## src/rtl/regfile_pkg.sv

```systemverilog
// Shared types and sizes for the register file writeback path.
// Holds the write request record used by both writeback sources.
package regfile_pkg;

  localparam int unsigned XLEN       = 32;
  localparam int unsigned REG_ADDR_W = 5;
  localparam int unsigned NUM_REGS   = 32;

  typedef struct packed {
    logic                  we;
    logic [REG_ADDR_W-1:0] waddr;
    logic [XLEN-1:0]       wdata;
  } wb_req_t;

  function automatic logic [NUM_REGS-1:0] reg_onehot(input logic [REG_ADDR_W-1:0] addr);
    return NUM_REGS'(1) << addr;
  endfunction

endpackage

```

## src/rtl/regfile_scoreboard.sv

```systemverilog
// Pending-destination scoreboard for in-flight MDU operations.
// Drives the decode stall and flags a second issue to an already pending rd.
module regfile_scoreboard
  import regfile_pkg::*;
(
  input  logic                  clk,
  input  logic                  rst,
  input  logic                  issue,
  input  logic [REG_ADDR_W-1:0] issue_rd,
  input  logic                  clr,
  input  logic [REG_ADDR_W-1:0] clr_rd,
  input  logic [REG_ADDR_W-1:0] rs1,
  input  logic [REG_ADDR_W-1:0] rs2,
  input  logic [REG_ADDR_W-1:0] rd,
  output logic                  stall,
  output logic                  double_issue
);

  logic [NUM_REGS-1:0] pending_q;
  logic [NUM_REGS-1:0] pending_d;
  logic [NUM_REGS-1:0] set_mask;
  logic [NUM_REGS-1:0] clr_mask;
  logic                clr_hits_issue;

  always_comb begin
    set_mask       = '0;
    clr_mask       = '0;
    clr_hits_issue = clr && (clr_rd == issue_rd);
    if (issue && (issue_rd != '0)) begin
      set_mask = reg_onehot(issue_rd);
    end
    if (clr) begin
      clr_mask = reg_onehot(clr_rd);
    end
    // A retiring writeback to the same rd frees the slot for the new issue.
    double_issue = rst && (|(set_mask & pending_q)) && !clr_hits_issue;
    // Set is applied after clear so a same-cycle set/clear leaves the bit set.
    pending_d    = (pending_q & ~clr_mask) | set_mask;
    pending_d[0] = 1'b0;
  end

  always_ff @(posedge clk) begin
    if (!rst) begin
      pending_q <= '0;
    end else begin
      pending_q <= pending_d;
    end
  end

  // Evaluated on the registered vector only: no same-cycle bypass.
  always_comb begin
    stall = rst && (pending_q[rs1] || pending_q[rs2] || pending_q[rd]);
  end

endmodule

```

## src/rtl/regfile_wb_arb.sv

```systemverilog
// Register file write-port arbiter between the WB stage and the MDU, with
// bounded MDU starvation via a one-cycle pipeline hold and a sticky error flag.
module regfile_wb_arb
  import regfile_pkg::*;
#(
  parameter int unsigned STARVE_LIMIT = 4,
  parameter int unsigned CNT_W        = 4
) (
  input  logic                  clk,
  input  logic                  rst,
  input  logic                  pipe_we_i,
  input  logic [REG_ADDR_W-1:0] pipe_waddr_i,
  input  logic [XLEN-1:0]       pipe_wdata_i,
  input  logic                  mdu_valid_i,
  input  logic [REG_ADDR_W-1:0] mdu_waddr_i,
  input  logic [XLEN-1:0]       mdu_wdata_i,
  output logic                  mdu_ready_o,
  input  logic                  mdu_issue_i,
  input  logic [REG_ADDR_W-1:0] mdu_issue_rd_i,
  input  logic [REG_ADDR_W-1:0] dec_rs1_i,
  input  logic [REG_ADDR_W-1:0] dec_rs2_i,
  input  logic [REG_ADDR_W-1:0] dec_rd_i,
  output logic                  stall_o,
  output logic                  pipe_hold_o,
  output logic                  we_o,
  output logic [REG_ADDR_W-1:0] waddr_o,
  output logic [XLEN-1:0]       wdata_o,
  output logic                  err_o
);

  localparam logic [CNT_W-1:0] cnt_limit = CNT_W'(STARVE_LIMIT);

  logic             grant_mdu;
  logic             grant_pipe;
  wb_req_t          pipe_req;
  wb_req_t          mdu_req;
  wb_req_t          sel_req;
  logic [CNT_W-1:0] cnt_q;
  logic [CNT_W-1:0] cnt_d;
  logic             hold_q;
  logic             hold_d;
  logic             err_q;
  logic             err_d;
  logic             double_issue;

  // Grant is purely combinational; reset suppresses both grants.
  always_comb begin
    grant_mdu  = rst && mdu_valid_i && (!pipe_we_i || hold_q);
    grant_pipe = rst && pipe_we_i && !grant_mdu;
  end

  always_comb begin
    pipe_req.we    = grant_pipe;
    pipe_req.waddr = pipe_waddr_i;
    pipe_req.wdata = pipe_wdata_i;
    mdu_req.we     = grant_mdu;
    mdu_req.waddr  = mdu_waddr_i;
    mdu_req.wdata  = mdu_wdata_i;
  end

  always_comb begin
    sel_req = '0;
    if (mdu_req.we) begin
      sel_req = mdu_req;
    end else if (pipe_req.we) begin
      sel_req = pipe_req;
    end
  end

  // A granted write to x0 still completes the handshake but never reaches the file.
  always_comb begin
    we_o        = sel_req.we && (sel_req.waddr != '0);
    waddr_o     = sel_req.waddr;
    wdata_o     = sel_req.wdata;
    mdu_ready_o = grant_mdu;
    pipe_hold_o = hold_q;
    err_o       = err_q;
  end

  always_comb begin
    cnt_d = cnt_q;
    // The hold cycle always restarts the count so the hold stays one cycle wide.
    if (grant_mdu || hold_q) begin
      cnt_d = '0;
    end else if (mdu_valid_i && (cnt_q != cnt_limit)) begin
      cnt_d = cnt_q + CNT_W'(1);
    end
    hold_d = (cnt_d == cnt_limit);
    err_d  = err_q || (pipe_we_i && hold_q) || double_issue;
  end

  always_ff @(posedge clk) begin
    if (!rst) begin
      cnt_q  <= '0;
      hold_q <= 1'b0;
      err_q  <= 1'b0;
    end else begin
      cnt_q  <= cnt_d;
      hold_q <= hold_d;
      err_q  <= err_d;
    end
  end

  regfile_scoreboard u_scoreboard (
    .clk          (clk),
    .rst          (rst),
    .issue        (mdu_issue_i),
    .issue_rd     (mdu_issue_rd_i),
    .clr          (grant_mdu),
    .clr_rd       (mdu_waddr_i),
    .rs1          (dec_rs1_i),
    .rs2          (dec_rs2_i),
    .rd           (dec_rd_i),
    .stall        (stall_o),
    .double_issue (double_issue)
  );

endmodule

```

## config.mk

```make
export PLATFORM = sky130hd
export DESIGN_NAME = regfile_wb_arb
export DESIGN_NICKNAME = d
export VERILOG_FILES = /design/src/rtl/regfile_pkg.sv /design/src/rtl/regfile_scoreboard.sv /design/src/rtl/regfile_wb_arb.sv
export SDC_FILE = /design/constraint.sdc
export NUM_CORES = 1
export LEC_CHECK = 0
export CELL_PAD_IN_SITES_DETAIL_PLACEMENT = 1
export CELL_PAD_IN_SITES_GLOBAL_PLACEMENT = 1
export CORE_MARGIN = 2
export CORE_UTILIZATION = 34
export DETAILED_ROUTE_END_ITERATION = 6
export GPL_TIMING_DRIVEN = 1
export PLACE_DENSITY = 0.87
export SLEW_MARGIN = 20
export SYNTH_ARGS = -nofsm -noshare
export SYNTH_HDL_FRONTEND = slang
export SYNTH_HIERARCHICAL = 1
export SYNTH_SLANG_ARGS = --single-unit
```

## constraint.sdc

```tcl
create_clock -name clk -period 4.1 [get_ports clk]
set_clock_uncertainty 0.1 [all_clocks]
set_input_delay 0.615 -clock clk [delete_from_list [all_inputs] [get_ports clk]]
set_output_delay 0.615 -clock clk [all_outputs]
set_load 0.05 [all_outputs]
```

==> results.md <==
* Status: complete, no violations
* WP data required at 3.38 ns
* CP arrival at 3.00 ns
* Clk Latency, worst-skew pair at 0.30 ns
* Power Density at 208 nW/um^2
* Tcrit/Tclk final at 0.906
* TNS Setup at 0 ns
* Startpoint Class: input port
* Largest net degree at the start of global routing at 36
* Initial antenna violation count at 0
* TritonCTS clock tree: built
* Min Tclk post-route at 3.71 ns
* Overall Power at 1.09 mW
* Number of synthesized flops with an enable pin at 0
* Asr flop ratio synth at 0
* Postcts setup bufs at 0
* Slew headroom at 0.457
* Syn Area/Cell at 8.60 um^2
* Placed Cells at 641
* Fraction of layout cells with a size suffix above 1 at 0.161
* Die Wd at 104 um
* Library cells used by synthesis at 61
* Post-cts sizing count at 0
* GRT overflow at 0
* Number of global-route vias before repair at 4,315
* Sequential area share after synthesis at 0.220
* DP Worst Slack at 0.381 ns
* Worst path cell trace: clkdlybuf4s50_1, mux2_2, a221oi_1, a2111oi_0, a41oi_1, nand4_1, o31a_1, buf_4
* Slew Viols, Final at 0
* Port buffer count at 140
* Overall routed net length at 14,800 um
* RSZ-0062 raised after global routing: no
* Maximum capacitance violations at 0
* Antenna Nets Post-Route at 0
* Hold Crit Class: flop to flop
* Clock buffer count from CTS at 5
* Slowest CP cell: clkdlybuf4s50_1
* H-tree depth at 2
* Floorplan row count at 36
* VDD IR-drop max at 0.0981 mV
* Core area at 9680 um^2
* Initial Util at 0.348
* # diodes at 0
* DR pass1 iterations at 4
* Starting DRC count in detailed routing at 177
* Placed wire-length estimate at 11,800 um
* Fin util at 0.540
* Setup ws final at 0.386 ns
* Synthesized netlist cell count at 392
* Syn_nets at 493
* Via count at 3,874
* Final Hold Vio Count at 0
* Most common cell in the netlist: nand2_1
* Top-area cell type share of the netlist area at 0.220
* R2R setup slack at 1.62 ns
* Clock sink count at 37
* DP Area at 5140 um^2
* DR WL/cell at 22.8 um
* Worst Path Max Fanout at 11
* Synth Flop Type: dfxtp_1
* Yosys warnings at 6
* Final Cell Area at 5230 um^2
* Crit end category: output port
* P&R area growth vs syn at 55.0%
* CTS hold repair buffers at 0
* Fillers at 1,091
* Total Routing Usage GR at 0.276
* CTS root buf: clkbuf_8
* Commonest cells in the netlist: nand2_1 (47), dfxtp_1 (37), a22o_1 (34), o21ai_0 (33), a21boi_0 (31)
* Max Root-Sink Buffers at 2
* Cell taking the most area after synthesis: dfxtp_1
* Final estimated routing congestion in global placement at 0.912
* Die Span Y at 104 um
* Fin cells at 649
* DRC at 0
* First-pass GRT wire length at 23,300 um
* Die area at 10,700 um^2
* I/O pin cnt at 141
* Vias per std cell at 5.97
* Nets@finish at 616
* Clk slew on worst S/H paths at 0.08 ns
* Critical Path Max Stage Delay at 0.82 ns
* Leakage at 1.93 nW
* Final-report setup violation count at 0
* Synth top area cells: dfxtp_1 (22%), a22o_1 (8.8%), a21boi_0 (6.9%), mux4_1 (6.2%), mux4_2 (6.0%)
* #FFs+latches synth at 37
* Hold WS at 0.440 ns
* Critical path type: input port to output port
* Actual slew at the worst max-slew pin at 0.813 ns
* Post-Syn Area at 3370 um^2
* Fmax at 269 MHz
registers in the layout (all words and copies together), names as in the netlist:
name                    flops
cnt_q                       4
err_o                       1
pipe_hold_o                 1
u_scoreboard/pending_q     31
cells by family after synthesis:
| group | count (synthesis) | synth area share |
|---|---|---|
| multiplexers | 44 | 0.205 |
| XOR/XNOR | 6 | 0.0156 |
| AO/OA/AOI/OAI | 138 | 0.302 |
| adder cells (fa/ha/maj) | 2 | 0.00742 |
| flip-flops | 37 | 0.220 |
| buffers and inverters | 42 | 0.0609 |
| AND/OR/NAND/NOR | 123 | 0.189 |
report_power, final:
group | internal, mW | switching [mW] | leakage (nW)
Clock | 0.117 | 0.137 | 0.0439
Combinational | 0.228 | 0.231 | 1.58
Sequential | 0.365 | 0.00982 | 0.299
per-layer routing:
metal	vias to the layer above	wire length (um)	track usage
met4	0	427	0.119
met2	212	7820	0.507
li1	1742	-	-
met5	-	0	0
met1	1882	5450	0.307
met3	38	1140	0.0579
critical path: cells and delay by family:
kind	cells	cell delay (ns)
compound gates	4	0.85
mux	1	0.40
simple gates	1	0.12
buf+inv	2	1.01
path summary, 6_finish.rpt:
kind	cells after the start	start	endpoint
worst max-delay path	8	dec_rd_i[1]	stall_o
worst min-delay path	2	err_o	err_o
worst max register to register	7	pipe_hold_o	u_scoreboard/pending_q[1]
worst min register to register	2	err_o	err_o
cell type report:
type                       count  area [um^2]  share of cell area
clock inverter                 3         17.5             0.00335
clock buffer                   5         68.8              0.0132
inverter                      12         45.0             0.00862
tap                          133          166              0.0318
timing repair buffer         146         1760               0.337
sequential                    37          741               0.142
multi-input combinational    313         2420               0.464
cell usage in the layout, fill, tap and decap left out, drive strengths merged, types with 4 or more instances in the layout:
| cell | synthesis | routed |
|---|---|---|
| a22o | 34 | 34 |
| and2 | 5 | 5 |
| dfxtp | 37 | 37 |
| mux2 | 7 | 7 |
| a21oi | 4 | 4 |
| nand2b | 5 | 5 |
| xnor2 | 6 | 6 |
| nor3b | 5 | 5 |
| nor2b | 5 | 5 |
| a21boi | 32 | 32 |
| mux2i | 20 | 20 |
| clkdlybuf4s50 | 0 | 101 |
| nand3b | 6 | 6 |
| clkbuf | 15 | 5 |
| and3 | 5 | 5 |
| nor3 | 6 | 6 |
| o21ai | 33 | 33 |
| nor2 | 16 | 16 |
| or2 | 5 | 5 |
| nand3 | 8 | 8 |
| nand2 | 47 | 47 |
| buf | 15 | 45 |
| mux4 | 17 | 17 |
| inv | 12 | 12 |
Note: power is estimated with default switching activity, not from simulation.
